**src/rtl/spi_master_tx.sv**
```systemverilog
// Mode-0 SPI master: a small FIFO of {last,data} words, serialized MSB first, with tx_last closing the frame.
// Defining SPI_MISO_CAPTURE_EN adds spi_miso/rx_data/rx_valid so the reply word is captured as well.
//  state | meaning
//  IDLE  | cs_n high, waiting for a queued word
//  SETUP | cs_n low, MSB on mosi, cs setup time before the first rise
//  SHIFT | sclk toggling every CLK_DIV cycles
//  STALL | mid-frame underflow; cs_n held low, sclk low
//  HOLD  | sclk low for CLK_DIV cycles before cs_n rises
//  GAP   | minimum deselect time
module spi_master_tx #(
    parameter int WORD_W     = 32,
    parameter int CLK_DIV    = 2,
    parameter int FIFO_DEPTH = 4
) (
    input  logic              clk,
    input  logic              rst_n,
    input  logic              tx_valid,
    output logic              tx_ready,
    input  logic [WORD_W-1:0] tx_data,
    input  logic              tx_last,
    output logic              spi_sclk,
    output logic              spi_mosi,
    output logic              spi_cs_n,
    output logic              busy,
    output logic [15:0]       words_sent
`ifdef SPI_MISO_CAPTURE_EN
    ,
    input  logic              spi_miso,
    output logic [WORD_W-1:0] rx_data,
    output logic              rx_valid
`endif
);
    localparam int AW = $clog2(FIFO_DEPTH);
    localparam int CW = (CLK_DIV > 1) ? $clog2(CLK_DIV) : 1;
    localparam int BW = $clog2(WORD_W);
    localparam logic [CW-1:0] DIV_LOAD = CW'(CLK_DIV - 1);
    localparam logic [BW-1:0] BIT_LOAD = BW'(WORD_W - 1);

    typedef enum logic [2:0] {IDLE, SETUP, SHIFT, STALL, HOLD, GAP} state_t;

    state_t            state, state_nx;
    logic [CW-1:0]     div_cnt, div_nx;
    logic [BW-1:0]     bit_cnt, bit_nx;
    logic [WORD_W-1:0] shreg, shreg_nx;
    logic              sclk_nx, mosi_nx, cs_nx;
    logic              cur_last, last_nx;
    logic              stall_loaded, loaded_nx;
    logic              pop, load, word_done, div_tc;

    logic [WORD_W:0]   mem [FIFO_DEPTH];
    logic [AW:0]       wptr, rptr;
    logic [WORD_W:0]   head;
    logic              fifo_empty, push;

    assign fifo_empty = (wptr == rptr);
    assign tx_ready   = ((wptr - rptr) != (AW+1)'(FIFO_DEPTH));
    assign push       = tx_valid && tx_ready;
    assign head       = mem[rptr[AW-1:0]];
    assign busy       = (state != IDLE);
    assign div_tc     = (div_cnt == '0);

    always_ff @(posedge clk) begin
        if (push) mem[wptr[AW-1:0]] <= {tx_last, tx_data};
    end

    always_ff @(posedge clk or negedge rst_n) begin
        if (!rst_n) begin
            wptr <= '0;
            rptr <= '0;
        end else begin
            if (push) wptr <= wptr + (AW+1)'(1);
            if (pop)  rptr <= rptr + (AW+1)'(1);
        end
    end

`ifdef SPI_MISO_CAPTURE_EN
    logic              rise;
    logic [WORD_W-1:0] rx_shreg;
`endif

    always_comb begin
        state_nx  = state;
        div_nx    = div_cnt;
        bit_nx    = bit_cnt;
        shreg_nx  = shreg;
        sclk_nx   = spi_sclk;
        mosi_nx   = spi_mosi;
        cs_nx     = spi_cs_n;
        last_nx   = cur_last;
        loaded_nx = stall_loaded;
        load      = 1'b0;
        word_done = 1'b0;
`ifdef SPI_MISO_CAPTURE_EN
        rise      = 1'b0;
`endif
        case (state)
            IDLE: begin
                if (!fifo_empty) begin
                    load     = 1'b1;
                    cs_nx    = 1'b0;
                    sclk_nx  = 1'b0;
                    div_nx   = DIV_LOAD;
                    state_nx = SETUP;
                end
            end
            SETUP: begin
                if (div_tc) begin
                    sclk_nx  = 1'b1;
                    div_nx   = DIV_LOAD;
                    state_nx = SHIFT;
`ifdef SPI_MISO_CAPTURE_EN
                    rise     = 1'b1;
`endif
                end else div_nx = div_cnt - CW'(1);
            end
            SHIFT: begin
                if (!div_tc) div_nx = div_cnt - CW'(1);
                else begin
                    div_nx = DIV_LOAD;
                    if (!spi_sclk) begin
                        sclk_nx = 1'b1;
`ifdef SPI_MISO_CAPTURE_EN
                        rise    = 1'b1;
`endif
                    end else begin
                        sclk_nx = 1'b0;
                        if (bit_cnt != '0) begin
                            mosi_nx  = shreg[WORD_W-1];
                            shreg_nx = {shreg[WORD_W-2:0], 1'b0};
                            bit_nx   = bit_cnt - BW'(1);
                        end else begin
                            word_done = 1'b1;
                            if (cur_last)         state_nx = HOLD;
                            else if (!fifo_empty) load     = 1'b1;
                            else begin
                                state_nx  = STALL;
                                loaded_nx = 1'b0;
                            end
                        end
                    end
                end
            end
            STALL: begin
                // First pop the next word and present its MSB, then give it a full half-period before the rise.
                if (!stall_loaded) begin
                    if (!fifo_empty) begin
                        load      = 1'b1;
                        loaded_nx = 1'b1;
                        div_nx    = DIV_LOAD;
                    end
                end else if (div_tc) begin
                    sclk_nx   = 1'b1;
                    div_nx    = DIV_LOAD;
                    loaded_nx = 1'b0;
                    state_nx  = SHIFT;
`ifdef SPI_MISO_CAPTURE_EN
                    rise      = 1'b1;
`endif
                end else div_nx = div_cnt - CW'(1);
            end
            HOLD: begin
                if (div_tc) begin
                    cs_nx    = 1'b1;
                    mosi_nx  = 1'b0;
                    div_nx   = DIV_LOAD;
                    state_nx = GAP;
                end else div_nx = div_cnt - CW'(1);
            end
            GAP: begin
                if (div_tc) state_nx = IDLE;
                else        div_nx   = div_cnt - CW'(1);
            end
            default: state_nx = IDLE;
        endcase
        if (load) begin
            mosi_nx  = head[WORD_W-1];
            shreg_nx = {head[WORD_W-2:0], 1'b0};
            last_nx  = head[WORD_W];
            bit_nx   = BIT_LOAD;
        end
        pop = load;
    end

    always_ff @(posedge clk or negedge rst_n) begin
        if (!rst_n) begin
            state        <= IDLE;
            div_cnt      <= '0;
            bit_cnt      <= '0;
            shreg        <= '0;
            spi_sclk     <= 1'b0;
            spi_mosi     <= 1'b0;
            spi_cs_n     <= 1'b1;
            cur_last     <= 1'b0;
            stall_loaded <= 1'b0;
            words_sent   <= '0;
        end else begin
            state        <= state_nx;
            div_cnt      <= div_nx;
            bit_cnt      <= bit_nx;
            shreg        <= shreg_nx;
            spi_sclk     <= sclk_nx;
            spi_mosi     <= mosi_nx;
            spi_cs_n     <= cs_nx;
            cur_last     <= last_nx;
            stall_loaded <= loaded_nx;
            if (word_done) words_sent <= words_sent + 16'd1;
        end
    end

`ifdef SPI_MISO_CAPTURE_EN
    // miso is taken at the clk edge that raises sclk, i.e. the value the slave set up on the previous fall.
    always_ff @(posedge clk or negedge rst_n) begin
        if (!rst_n) begin
            rx_shreg <= '0;
            rx_data  <= '0;
            rx_valid <= 1'b0;
        end else begin
            rx_valid <= word_done;
            if (rise)      rx_shreg <= {rx_shreg[WORD_W-2:0], spi_miso};
            if (word_done) rx_data  <= rx_shreg;
        end
    end
`endif
endmodule

```
**config.mk**
```make
export PLATFORM = sky130hd
export DESIGN_NAME = spi_master_tx
export DESIGN_NICKNAME = d
export VERILOG_FILES = /design/src/rtl/spi_master_tx.sv
export SDC_FILE = /design/constraint.sdc
export NUM_CORES = 1
export LEC_CHECK = 0
export ABC_AREA = 1
export CORE_MARGIN = 2
export CORE_UTILIZATION = 36
export DETAILED_ROUTE_END_ITERATION = 8
export GPL_TIMING_DRIVEN = 0
export PLACE_DENSITY = 0.54
export SLEW_MARGIN = 20
export SYNTH_ARGS = -nofsm -noshare
export SYNTH_HDL_FRONTEND = slang
export SYNTH_SLANG_ARGS = --single-unit
```
**constraint.sdc**
```tcl
create_clock -name clk -period 10 [get_ports clk]
set_input_delay 1 -clock clk [delete_from_list [all_inputs] [get_ports clk]]
set_output_delay 1 -clock clk [all_outputs]
set_load 0.05 [all_outputs]
```
* After elaboration in Yosys (flattened, before gate mapping) *
Memories as Yosys holds them, arrays and structs flattened.
Index checks and enable logic that the tools add are counted.

word-level totals
  input port bits = 36
  bits in writable memories = 132
  memory bits (read-only) = 0
  logic and storage cells = 121
  flip-flop bits (word level) = 68
  output and inout port bits = 21
  bits in latches = 0
  memories = 1

memories
  name  words  bits a word  read ports  clocked after Yosys merged registers in  write ports  line  text
  mem   4      33           1           0                                        1            50    logic [WORD_W:0] mem [FIFO_DEPTH];

operators by class
  mux-type cells = 61
  bitwise logic cells = 0
  add/subtract/negate cells = 6
  reductions and logical operators = 19
  div/mod/pow operators = 0
  equal/unequal tests = 22
  order comparisons = 0
  shift-type cells = 0
  multiply operators = 0

operators with widths
  operator                                                             number
  32-bit two-way mux                                                   5
  1-bit two-way mux                                                    34
  3-bit two-way mux                                                    10
  5-bit two-way mux                                                    5
  2-bit != test (second input constant)                                9
  3-bit != test (second input constant)                                6
  3-bit one-hot mux with 6 select lines                                1
  16-bit by 1-bit adder with 16-bit output (second input constant)     1
  2-bit nonzero test                                                   5
  1-bit one-hot mux with 4 select lines                                2
  4-bit AND reduction                                                  2
  8-bit AND reduction                                                  1
  4-bit nonzero test                                                   2
  3-bit by 1-bit adder with 3-bit output (second input constant)       2
  3-bit by 2-bit == test with 1-bit output (second input constant)     2
  3-bit == test (second input constant)                                2
  1-bit one-hot mux with 2 select lines                                3
  6-bit AND reduction                                                  1
  3-bit nonzero test                                                   2
  5-bit AND reduction                                                  1
  5-bit nonzero test                                                   1
  5-bit by 1-bit subtractor with 5-bit output (second input constant)  1
  3-bit by 1-bit == test with 1-bit output (second input constant)     1
  3-bit == test                                                        1
  8 further kinds                                                      8

* Longest topological paths before layout *
Gate-level depths: netlist (run 1).

  depth after elaboration = 9
  gate-level depth with buffers = 13
  depth with buffers taken out = 12

* Worst setup path before layout (run 1) *
Ideal clock, no wire load.

  path type = flip-flop to flip-flop
  start point = register rptr[1]
  end point = memory mem[0][0] (netlist bit), enable pin
  buffers on the path = 1
  data required time = 9577 ps
  slack = 6197 ps
  arrival time = 3380 ps
  library setup time = 423 ps
  period minus slack after synthesis = 3803 ps
  cell stages (with the launch flop) = 9
  cells stage by stage = dfrtp_1 -> inv_1 -> clkbuf_1 -> ha_1 -> nand2_1 -> nand4_1 -> nand3_1 -> nand2_1 -> nor2_1

between the ends
  word-level cells in the longest chain between the ends = 5

ends and longest elaborated chain
  item                                     line  text
  start: declaration                       51    logic [AW:0] wptr, rptr;
  start signal: assignment                 72    if (pop) rptr <= rptr + (AW+1)'(1);
  3-bit subtractor                         56    assign tx_ready = ((wptr - rptr) != (AW+1)'(FIFO_DEPTH));
  3-bit != test                            56
  via tx_ready                             18    output logic tx_ready,
  1-bit logical AND                        57    assign push = tx_valid && tx_ready;
  1-bit two-way mux                        63    if (push) mem[wptr[AW-1:0]] <= {tx_last, tx_data};
  1-bit two-way mux (implied by the code)  63
  end: declaration                         50

The timed path passes the listed nets, and every way through them passes these cells.

* Final worst setup path (run 1) *
  start point = register rptr[1]
  end point = output port tx_ready

between the ends
  word-level cells in the longest chain between the ends = 2

ends and longest elaborated chain
  item              line
  3-bit subtractor  56
  3-bit != test     56
  end: declaration  18

Every way passes these cells.

==> run summary, run 1 <==
The count of cells in the finished layout, fillers not included, comes to 1208. Internal power comes to 0.001472 W. Number of routed nets with antenna violations: 0. The depth of the worst register-to-register path was 9.

Summing the sequential cell areas from Yosys gives 66.16% of the chip area. Of the total power, registers draw 51.8%. Final hold analysis gives a worst-case slack of 480.4 ps. The worst path in the final design needs a cycle of 4142 ps, including I/O delays and setup. The initial antenna violation count is 0.

Final period utilization: 41.42%. The run gives 6243 ps as the setup slack at placement. In the final routed layout, each cell accounts on average for 15.56 um. The run gives 0 as the total global routing overflow. After floorplanning, the core was sized to cover 0.02333 mm^2.

For the final-report setup violation count, the log shows 0. Wires add up to 18800 um. For the synthesized instance count, the log shows 796. The startpoint-to-endpoint class of the critical path is register to primary output. TritonCTS built the clock tree. Number of max-cap violations: 0. The reg-to-reg startpoint is rptr[1]. For this run, global-route usage on met2 was measured as 27.02%.

No sink is reached through more buffers than the 2 on the longest clock path. The combined global-route utilization of all metal layers was 16.15%; the synthesized netlist net count was 842. Number of core rows: 56. For this run, global-route usage on met3 was measured as 3.258%. The tools report the root buffer selected by CTS as clkbuf_16. The die covers 0.02493 mm^2. The number of antenna diodes in the final layout is 0.

At the end of routability-driven placement, the weighted congestion stood at 0.7824. After detailed routing, the number of vias per cell comes to 4.782. The switching fraction of total power is 26.20%. The run finished with clean final reports. The tree built by TritonCTS fans out to 199 sinks.

Count of buffers from port buffering: 56. The synthesized netlist occupies a cell area of 0.008527 mm^2. For this run, the detailed router's first-pass iteration total came to 7. The relative area change from synthesis to final layout is 20.37%. The die is 157.9 um tall.

In this run the worst path has a maximum fanout of 10. The static power due to leakage was 3.942 nW; the I/O pin count was 57. During synthesis, Yosys emitted a total of 0 warnings. The first global-routing pass estimated 30710 um of wire. The launching element type of the critical path is a register. The tools report the buffers inserted during post-CTS setup optimization as 0. For the critical path data arrival time, the log shows 3140 ps. Based on the critical path, the design can be clocked at up to 241.4 MHz.

For the worst-skew pair, the clock arrives at the later sink with an insertion delay of 440 ps. The most heavily used metal layer in global routing is met2. The number of distinct library cells after synthesis came out at 33. The capture point of the worst reg-to-reg path was mem[3][3]. The floorplan die width works out to 157.9 um. STA puts the critical path data required time at 9000 ps.

The cts-stage hold buffer count is 0, and the fraction of final layout cells with drive strength greater than 1 is 8.549%. For the peak supply drop, the log shows 0.1093 mV. The number of global-route vias before repair was 5714.

At the pin with the least slew margin, the transition time is 641.0 ps. The number of cells after detailed placement was 1176. In the layout the commonest cells are 201 x nand2_1, 132 x edfxtp_1, 91 x nor2_1, 87 x o21ai_0, 66 x dfrtp_1. The final-layout fill cell count was 2220; the part of the total power dissipated in combinational logic was 12.2%. The tools report the placed wire-length estimate as 12670 um.

The register-to-register setup slack came out at 6620 ps. The final total negative setup slack is 0 ps. The end point of the worst hold path was shreg[1]. The tools report the total net switching power as 0.0005225 W.

The library cell used most frequently in the layout, excluding fill and tap cells, is nand2_1. The number of nets in the layout was 922. Entering global routing, the biggest net connects 40 pins. The tools report the violation count after the first detailed-route iteration as 383. The final number of max-transition violations came out at 0. The final critical-path setup slack came out at 5858 ps. The number of remaining DRC errors is 0.

TritonCTS created 17 clock buffers. In this run the most critical hold path is launched from shreg[1]. In the global route stage, met1 resource usage came out at 21.43%. The path class of the tightest hold or removal check is register to register.

In this run the tightest slew margin relative to its limit is 57.16%. The logs give 0 for the total count of hold-check failures in the final report and 36.55% for the initial core utilization. The total power density per cell area was 194.3 mW/mm^2; the synthesis-stage register bit count was 199. Clock-pin slew was measured on the worst setup and hold paths at 80 ps.

The worst hold path was traced through 2 stages. The critical path capture point type is a primary output. Measured on the finished design, the core utilization comes to 43.99%.

For the clock power share, the log shows 36.0%. Across all layers, the routed design uses 5777 vias. Each instance of the synthesized netlist takes up on average 10.71 um^2.

Once the clock tree was built, the resizer swapped 0 gates to a different size. Setup repair after global routing left no endpoint under its margin. On the final layout, the worst clock skew is 9.031 ps. The H-tree generated during clock tree synthesis spans 4 levels.
worst max-delay path, cell delays in order, from the launching register on:
cell and delay, ps:
dfrtp_1 520, inv_1 320, clkbuf_1 430, ha_1 340
nand2_1 90, nand4_1 90, nand3_1 110, clkdlybuf4s50_1 810
per-stage QoR:
step                      cell area (um^2)  total power, W
final                                10260        0.001995
after CTS                            10260        0.002013
after global routing                 10260        0.002078
after global placement                9487        0.001267
after floorplan                       8527        0.001176
after detailed placement              9644        0.001302
layer usage:
metal / up-vias / share of wire [%] / routed length, um
li1: 2866 / - / -
met1: 2771 / 47 / 8810
met2: 120 / 48 / 9054
met3: 20 / 3.6 / 685
met4: 0 / 1.3 / 247
met5: - / 0 / 0
synth_stat cells, drive strengths merged:
cell / number / area share, %
xnor2: 6 / 0.62
a21oi: 4 / 0.23
o22ai: 32 / 2.3
dfrtp: 66 / 19
a21boi: 29 / 2.6
buf: 16 / 1.3
clkinv: 1 / 0.059
xor2: 11 / 1.1
nor3: 5 / 0.29
dfstp: 1 / 0.31
nand3: 22 / 1.4
inv: 41 / 1.8
ha: 10 / 1.5
o211ai: 1 / 0.088
nand2: 207 / 9.3
edfxtp: 132 / 46
o21a: 1 / 0.088
nand4: 6 / 0.44
o21ai: 87 / 5.1
clkbuf: 17 / 0.75
nor2: 100 / 4.8
or2: 1 / 0.073
area by class of cell:
class,count,area [um^2],share of cell area [%]
buffer,33,171.4,1.670
inverter,42,158.9,1.548
sequential,199,5642,54.97
timing repair buffer,61,688.2,6.705
multi-input combinational,522,2585,25.19
tap,319,399.1,3.889
clock buffer,18,429.2,4.181
clock inverter,14,190.2,1.853
registers in the layout (all words and copies together), names as in the netlist, 3 cells and up:
signal and flops:
shreg 31, words_sent 16, state 3, wptr 3, bit_cnt 5, mem 132
rptr 3
kinds of logic (layout without fill, tap and decap cells):
group,after synthesis,in the layout,synth area share [%]
and+or+nand+nor,341,341,16.33
DFF,199,199,66.16
AOI/OAI and AO/OA,154,154,10.42
buffers and inverters,75,168,3.874
xor gates and xnor gates,17,17,1.746
adders and majority gates,10,10,1.467
worst max-delay path by stage:
stage / startpoint / end / cells after the start
5_1_grt: rptr[1] / tx_ready / 7
6_report: rptr[1] / tx_ready / 7
4_1_cts: rptr[1] / tx_ready / 7
2_1_floorplan: rptr[1] / mem[0][0] / 8
3_5_place_dp: rptr[1] / tx_ready / 7
3_3_place_gp: rptr[1] / mem[0][11] / 8
power by group through the flow:
stage	combinational [W]	sequential, W	clock, W
2_1_floorplan	0.000126	0.00105	0
3_3_place_gp	0.000205	0.00106	0
3_5_place_dp	0.000251	0.00105	0
4_1_cts	0.000251	0.00103	0.000729
5_1_grt	0.000274	0.00104	0.000762
6_report	0.000244	0.00103	0.000718
(Power assumes the default switching activity.)
==> run 2: changes to the inputs <==
--- a/config.mk
+++ b/config.mk
@@ -10,7 +10,7 @@
 export CORE_UTILIZATION = 36
 export DETAILED_ROUTE_END_ITERATION = 8
 export GPL_TIMING_DRIVEN = 0
-export PLACE_DENSITY = 0.54
+export PLACE_DENSITY = 0.56
 export SLEW_MARGIN = 20
 export SYNTH_ARGS = -nofsm -noshare
 export SYNTH_HDL_FRONTEND = slang
==> constraint.sdc (replaced) <==
create_clock -name clk -period 3.77 [get_ports clk]
set_input_delay 0.377 -clock clk [delete_from_list [all_inputs] [get_ports clk]]
set_output_delay 0.377 -clock clk [all_outputs]
set_load 0.05 [all_outputs]
==> run summary, run 2 (synthesis gave the netlist of run 1 again) <==
The delay of the slowest cell on the worst path was 810 ps (about the same). The tools report the final critical-path setup slack as 270.5 ps (-5587 ps). Walking the worst path, the cells encountered are inv_1, clkbuf_1, ha_1, nand2_1, nand4_1, nand3_1, clkdlybuf4s50_1.

The critical path data arrival time is 3120 ps (-20 ps), and the maximum clock insertion buffer count is 2 (unchanged). The slowest stage of the critical path belongs to the cell clkdlybuf4s50_1. The clock slew seen by the registers of the worst setup and hold paths is 70 ps (about the same).

STA classifies the critical path endpoint as a primary output. Timing would allow up to 285.8 MHz. The run finished with clean final reports. Total global routing overflow: 0 (unchanged). The startpoint identified for the worst register-to-register timing path is rptr[1]. The startpoint-to-endpoint class of the critical path is register to primary output. The logs give 430 ps (about the same) for the later-pin clock latency in the skew report and 1208 (unchanged) for the number of standard cells in the layout, taps in and fillers out. The total clock buffers created by CTS was 17 (unchanged); the initial core utilization was 36.55% (unchanged). The total count of hold-check failures in the final report was 0 (unchanged); the pin slew with the least headroom to its limit was 717.6 ps (+76.56 ps). For the number of global-route vias before repair, the log shows 5734 (+0.35%).

The logs give 0.02493 mm^2 (unchanged) for the overall die area and 0.02333 mm^2 (unchanged) for the standard cell core area. The count of instances resized after the clock tree is built is 0 (unchanged), and the largest driver fanout on the critical path is 10 (unchanged). Cts-stage hold buffer count: 1 (+1). Leaving out fill and tap cells, the most frequent cell in the layout is nand2_1. Peak supply drop: 0.2625 mV (+140%). The tools report the startpoint of the worst setup timing path as rptr[1]. The fraction of final layout cells with drive strength greater than 1 works out to 8.211% (-0.34 points). Setup repair after global routing left no endpoint under its margin.

The tools report the total wire length after detailed routing as 18870 um (+0.36%). The detailed-router iteration count before antenna repair was 4 (-3); the first-pass GRT wire length was 30490 um (-0.70%). For the endpoint required time on the critical path, the log shows 3390 ps (-5610 ps). The launching element type of the critical path was a register. Count of clock tree sinks: 199 (unchanged). The run gives 3.929 nW (-0.35%) as the static power due to leakage. The floorplan die width is 157.9 um (unchanged).

The violation count after the first detailed-route iteration was 369 (-3.7%); the final period utilization was 92.82%. Counting I/O delays and the setup requirement, the final critical path takes 3499 ps. The final instance area is 0.01023 mm^2 (-0.30%), and the number of remaining DRC errors is 0 (unchanged). The tightest hold margin was 415.1 ps (-65.38 ps); the total power density per cell area was 505.8 mW/mm^2 (+160%). In the layout the commonest cells are 201 x nand2_1, 132 x edfxtp_1, 91 x nor2_1, 87 x o21ai_0, 66 x dfrtp_1.

The endpoint identified for the worst register-to-register timing path is mem[3][6]. The tools report the number of max-cap violations as 0 (unchanged). The tightest min-delay check is of the input port to async pin type. The capturing instance or port of the critical path was tx_ready. The combined global-route utilization of all metal layers is 16.00% (-0.16 points). The relative area change from synthesis to final layout is 20.00%, and the final antenna diode count is 0 (unchanged).

The count of buffers from port buffering was 56 (unchanged). The depth of the worst register-to-register path came out at 9 (unchanged). TritonCTS built the clock tree. For the number of H-tree levels, the log shows 4 (unchanged).

The sum of buffers and inverters on the critical path works out to 3 (unchanged). The run gives 5774 (-0.052%) as the count of vias placed by the detailed router. The per-cell routed wire length is 15.62 um (+0.36%), and the placed wire-length estimate is 12630 um (-0.33%). The number of routed nets with antenna violations was 0 (unchanged); the placer's final routability congestion estimate was 0.7956 (+1.7%).

The tools report the buffers inserted during post-CTS setup optimization as 0 (unchanged). The number of core rows came out at 56 (unchanged). The final-report setup violation count was 0 (unchanged); the number of nets in the layout was 923 (+0.11%). The tools report the I/O pin count as 57 (unchanged).

The via density per instance is 4.780 (about the same). CTS placed an instance of clkbuf_16 at the clock tree root. The die height is 157.9 um (unchanged), and the final total negative setup slack is 0 ps (unchanged). Cell count along the critical path: 7 (unchanged). The number of flip-flops under the largest register name is 132 (unchanged), and the initial antenna violation count is 0 (unchanged).

The cell family contributing the most delay on the critical path is buffers and inverters. The worst-case headroom to the max-slew limit is 52.05% (-5.1 points), and the clock skew after layout is 11.63 ps (+2.599 ps). For the final number of max-transition violations, the log shows 0 (unchanged). The cell area reported after detailed placement came out at 0.009652 mm^2 (about the same). The tools report the setup slack at placement as 253.2 ps (-5990 ps). Register-to-register setup slack: 360 ps (-6260 ps). The run gives 43 (+7.5%) as the largest net degree at the start of global routing.

The number of cells after detailed placement was 1176 (unchanged).
-- run 2: cell types whose count changed in the layout (fill, tap and decap cells not counted), sizes merged --
cell and change:
clkinv -4, clkbuf +3, bufinv -1, dlygate4sd3 +1
inv +1
-- run 2: layout make-up --
cell class,count,area (um^2)
well taps,319,399.1
fillers,2219,13100
flip-flops and latches,199,5642
clock buffers,21,460.4
plain buffers,33,171.4
multi-input cells,522,2585
repair buffers,62,705.7
clock inverters,10,110.1
inverters,42,158.9
-- run 2: where the power goes --
group	internal (W)	leakage, nW	switching (W)
registers	0.00267	2.06	0.0000701
logic	0.000223	1.59	0.000433
clock network	0.000963	0.278	0.000816
-- run 2: worst min path at each step --
stage | startpoint | end | slack (ps) | cells past startpoint
3_5_place_dp | rst_n | state[1] | 330 | 1
6_report | rst_n | state[1] | 420 | 2
5_1_grt | rst_n | state[1] | 450 | 2
4_1_cts | rst_n | state[1] | 420 | 2
3_3_place_gp | shreg[1] | shreg[1] | 460 | 2
2_1_floorplan | rst_n | bit_cnt[0] | 80 | 0
-- run 2: per-layer routing --
layer / share of wire [%] / vias to the layer above / wire (um) / global-route usage, %
li1: - / 2881 / - / -
met1: 46 / 2777 / 8652 / 21.08
met2: 49 / 106 / 9308 / 27.25
met3: 4.1 / 10 / 778 / 3.285
met4: 0.66 / 0 / 125 / 3.593
met5: 0 / - / 0 / 0
-- run 2: through the flow --
step | total power [W] | utilization, %
after floorplan | 0.003118 | -
after CTS | 0.005225 | 43.85
after global routing | 0.005402 | 43.85
after global placement | 0.003361 | 40.66
after detailed placement | 0.003462 | 41.37
final | 0.005176 | 43.85
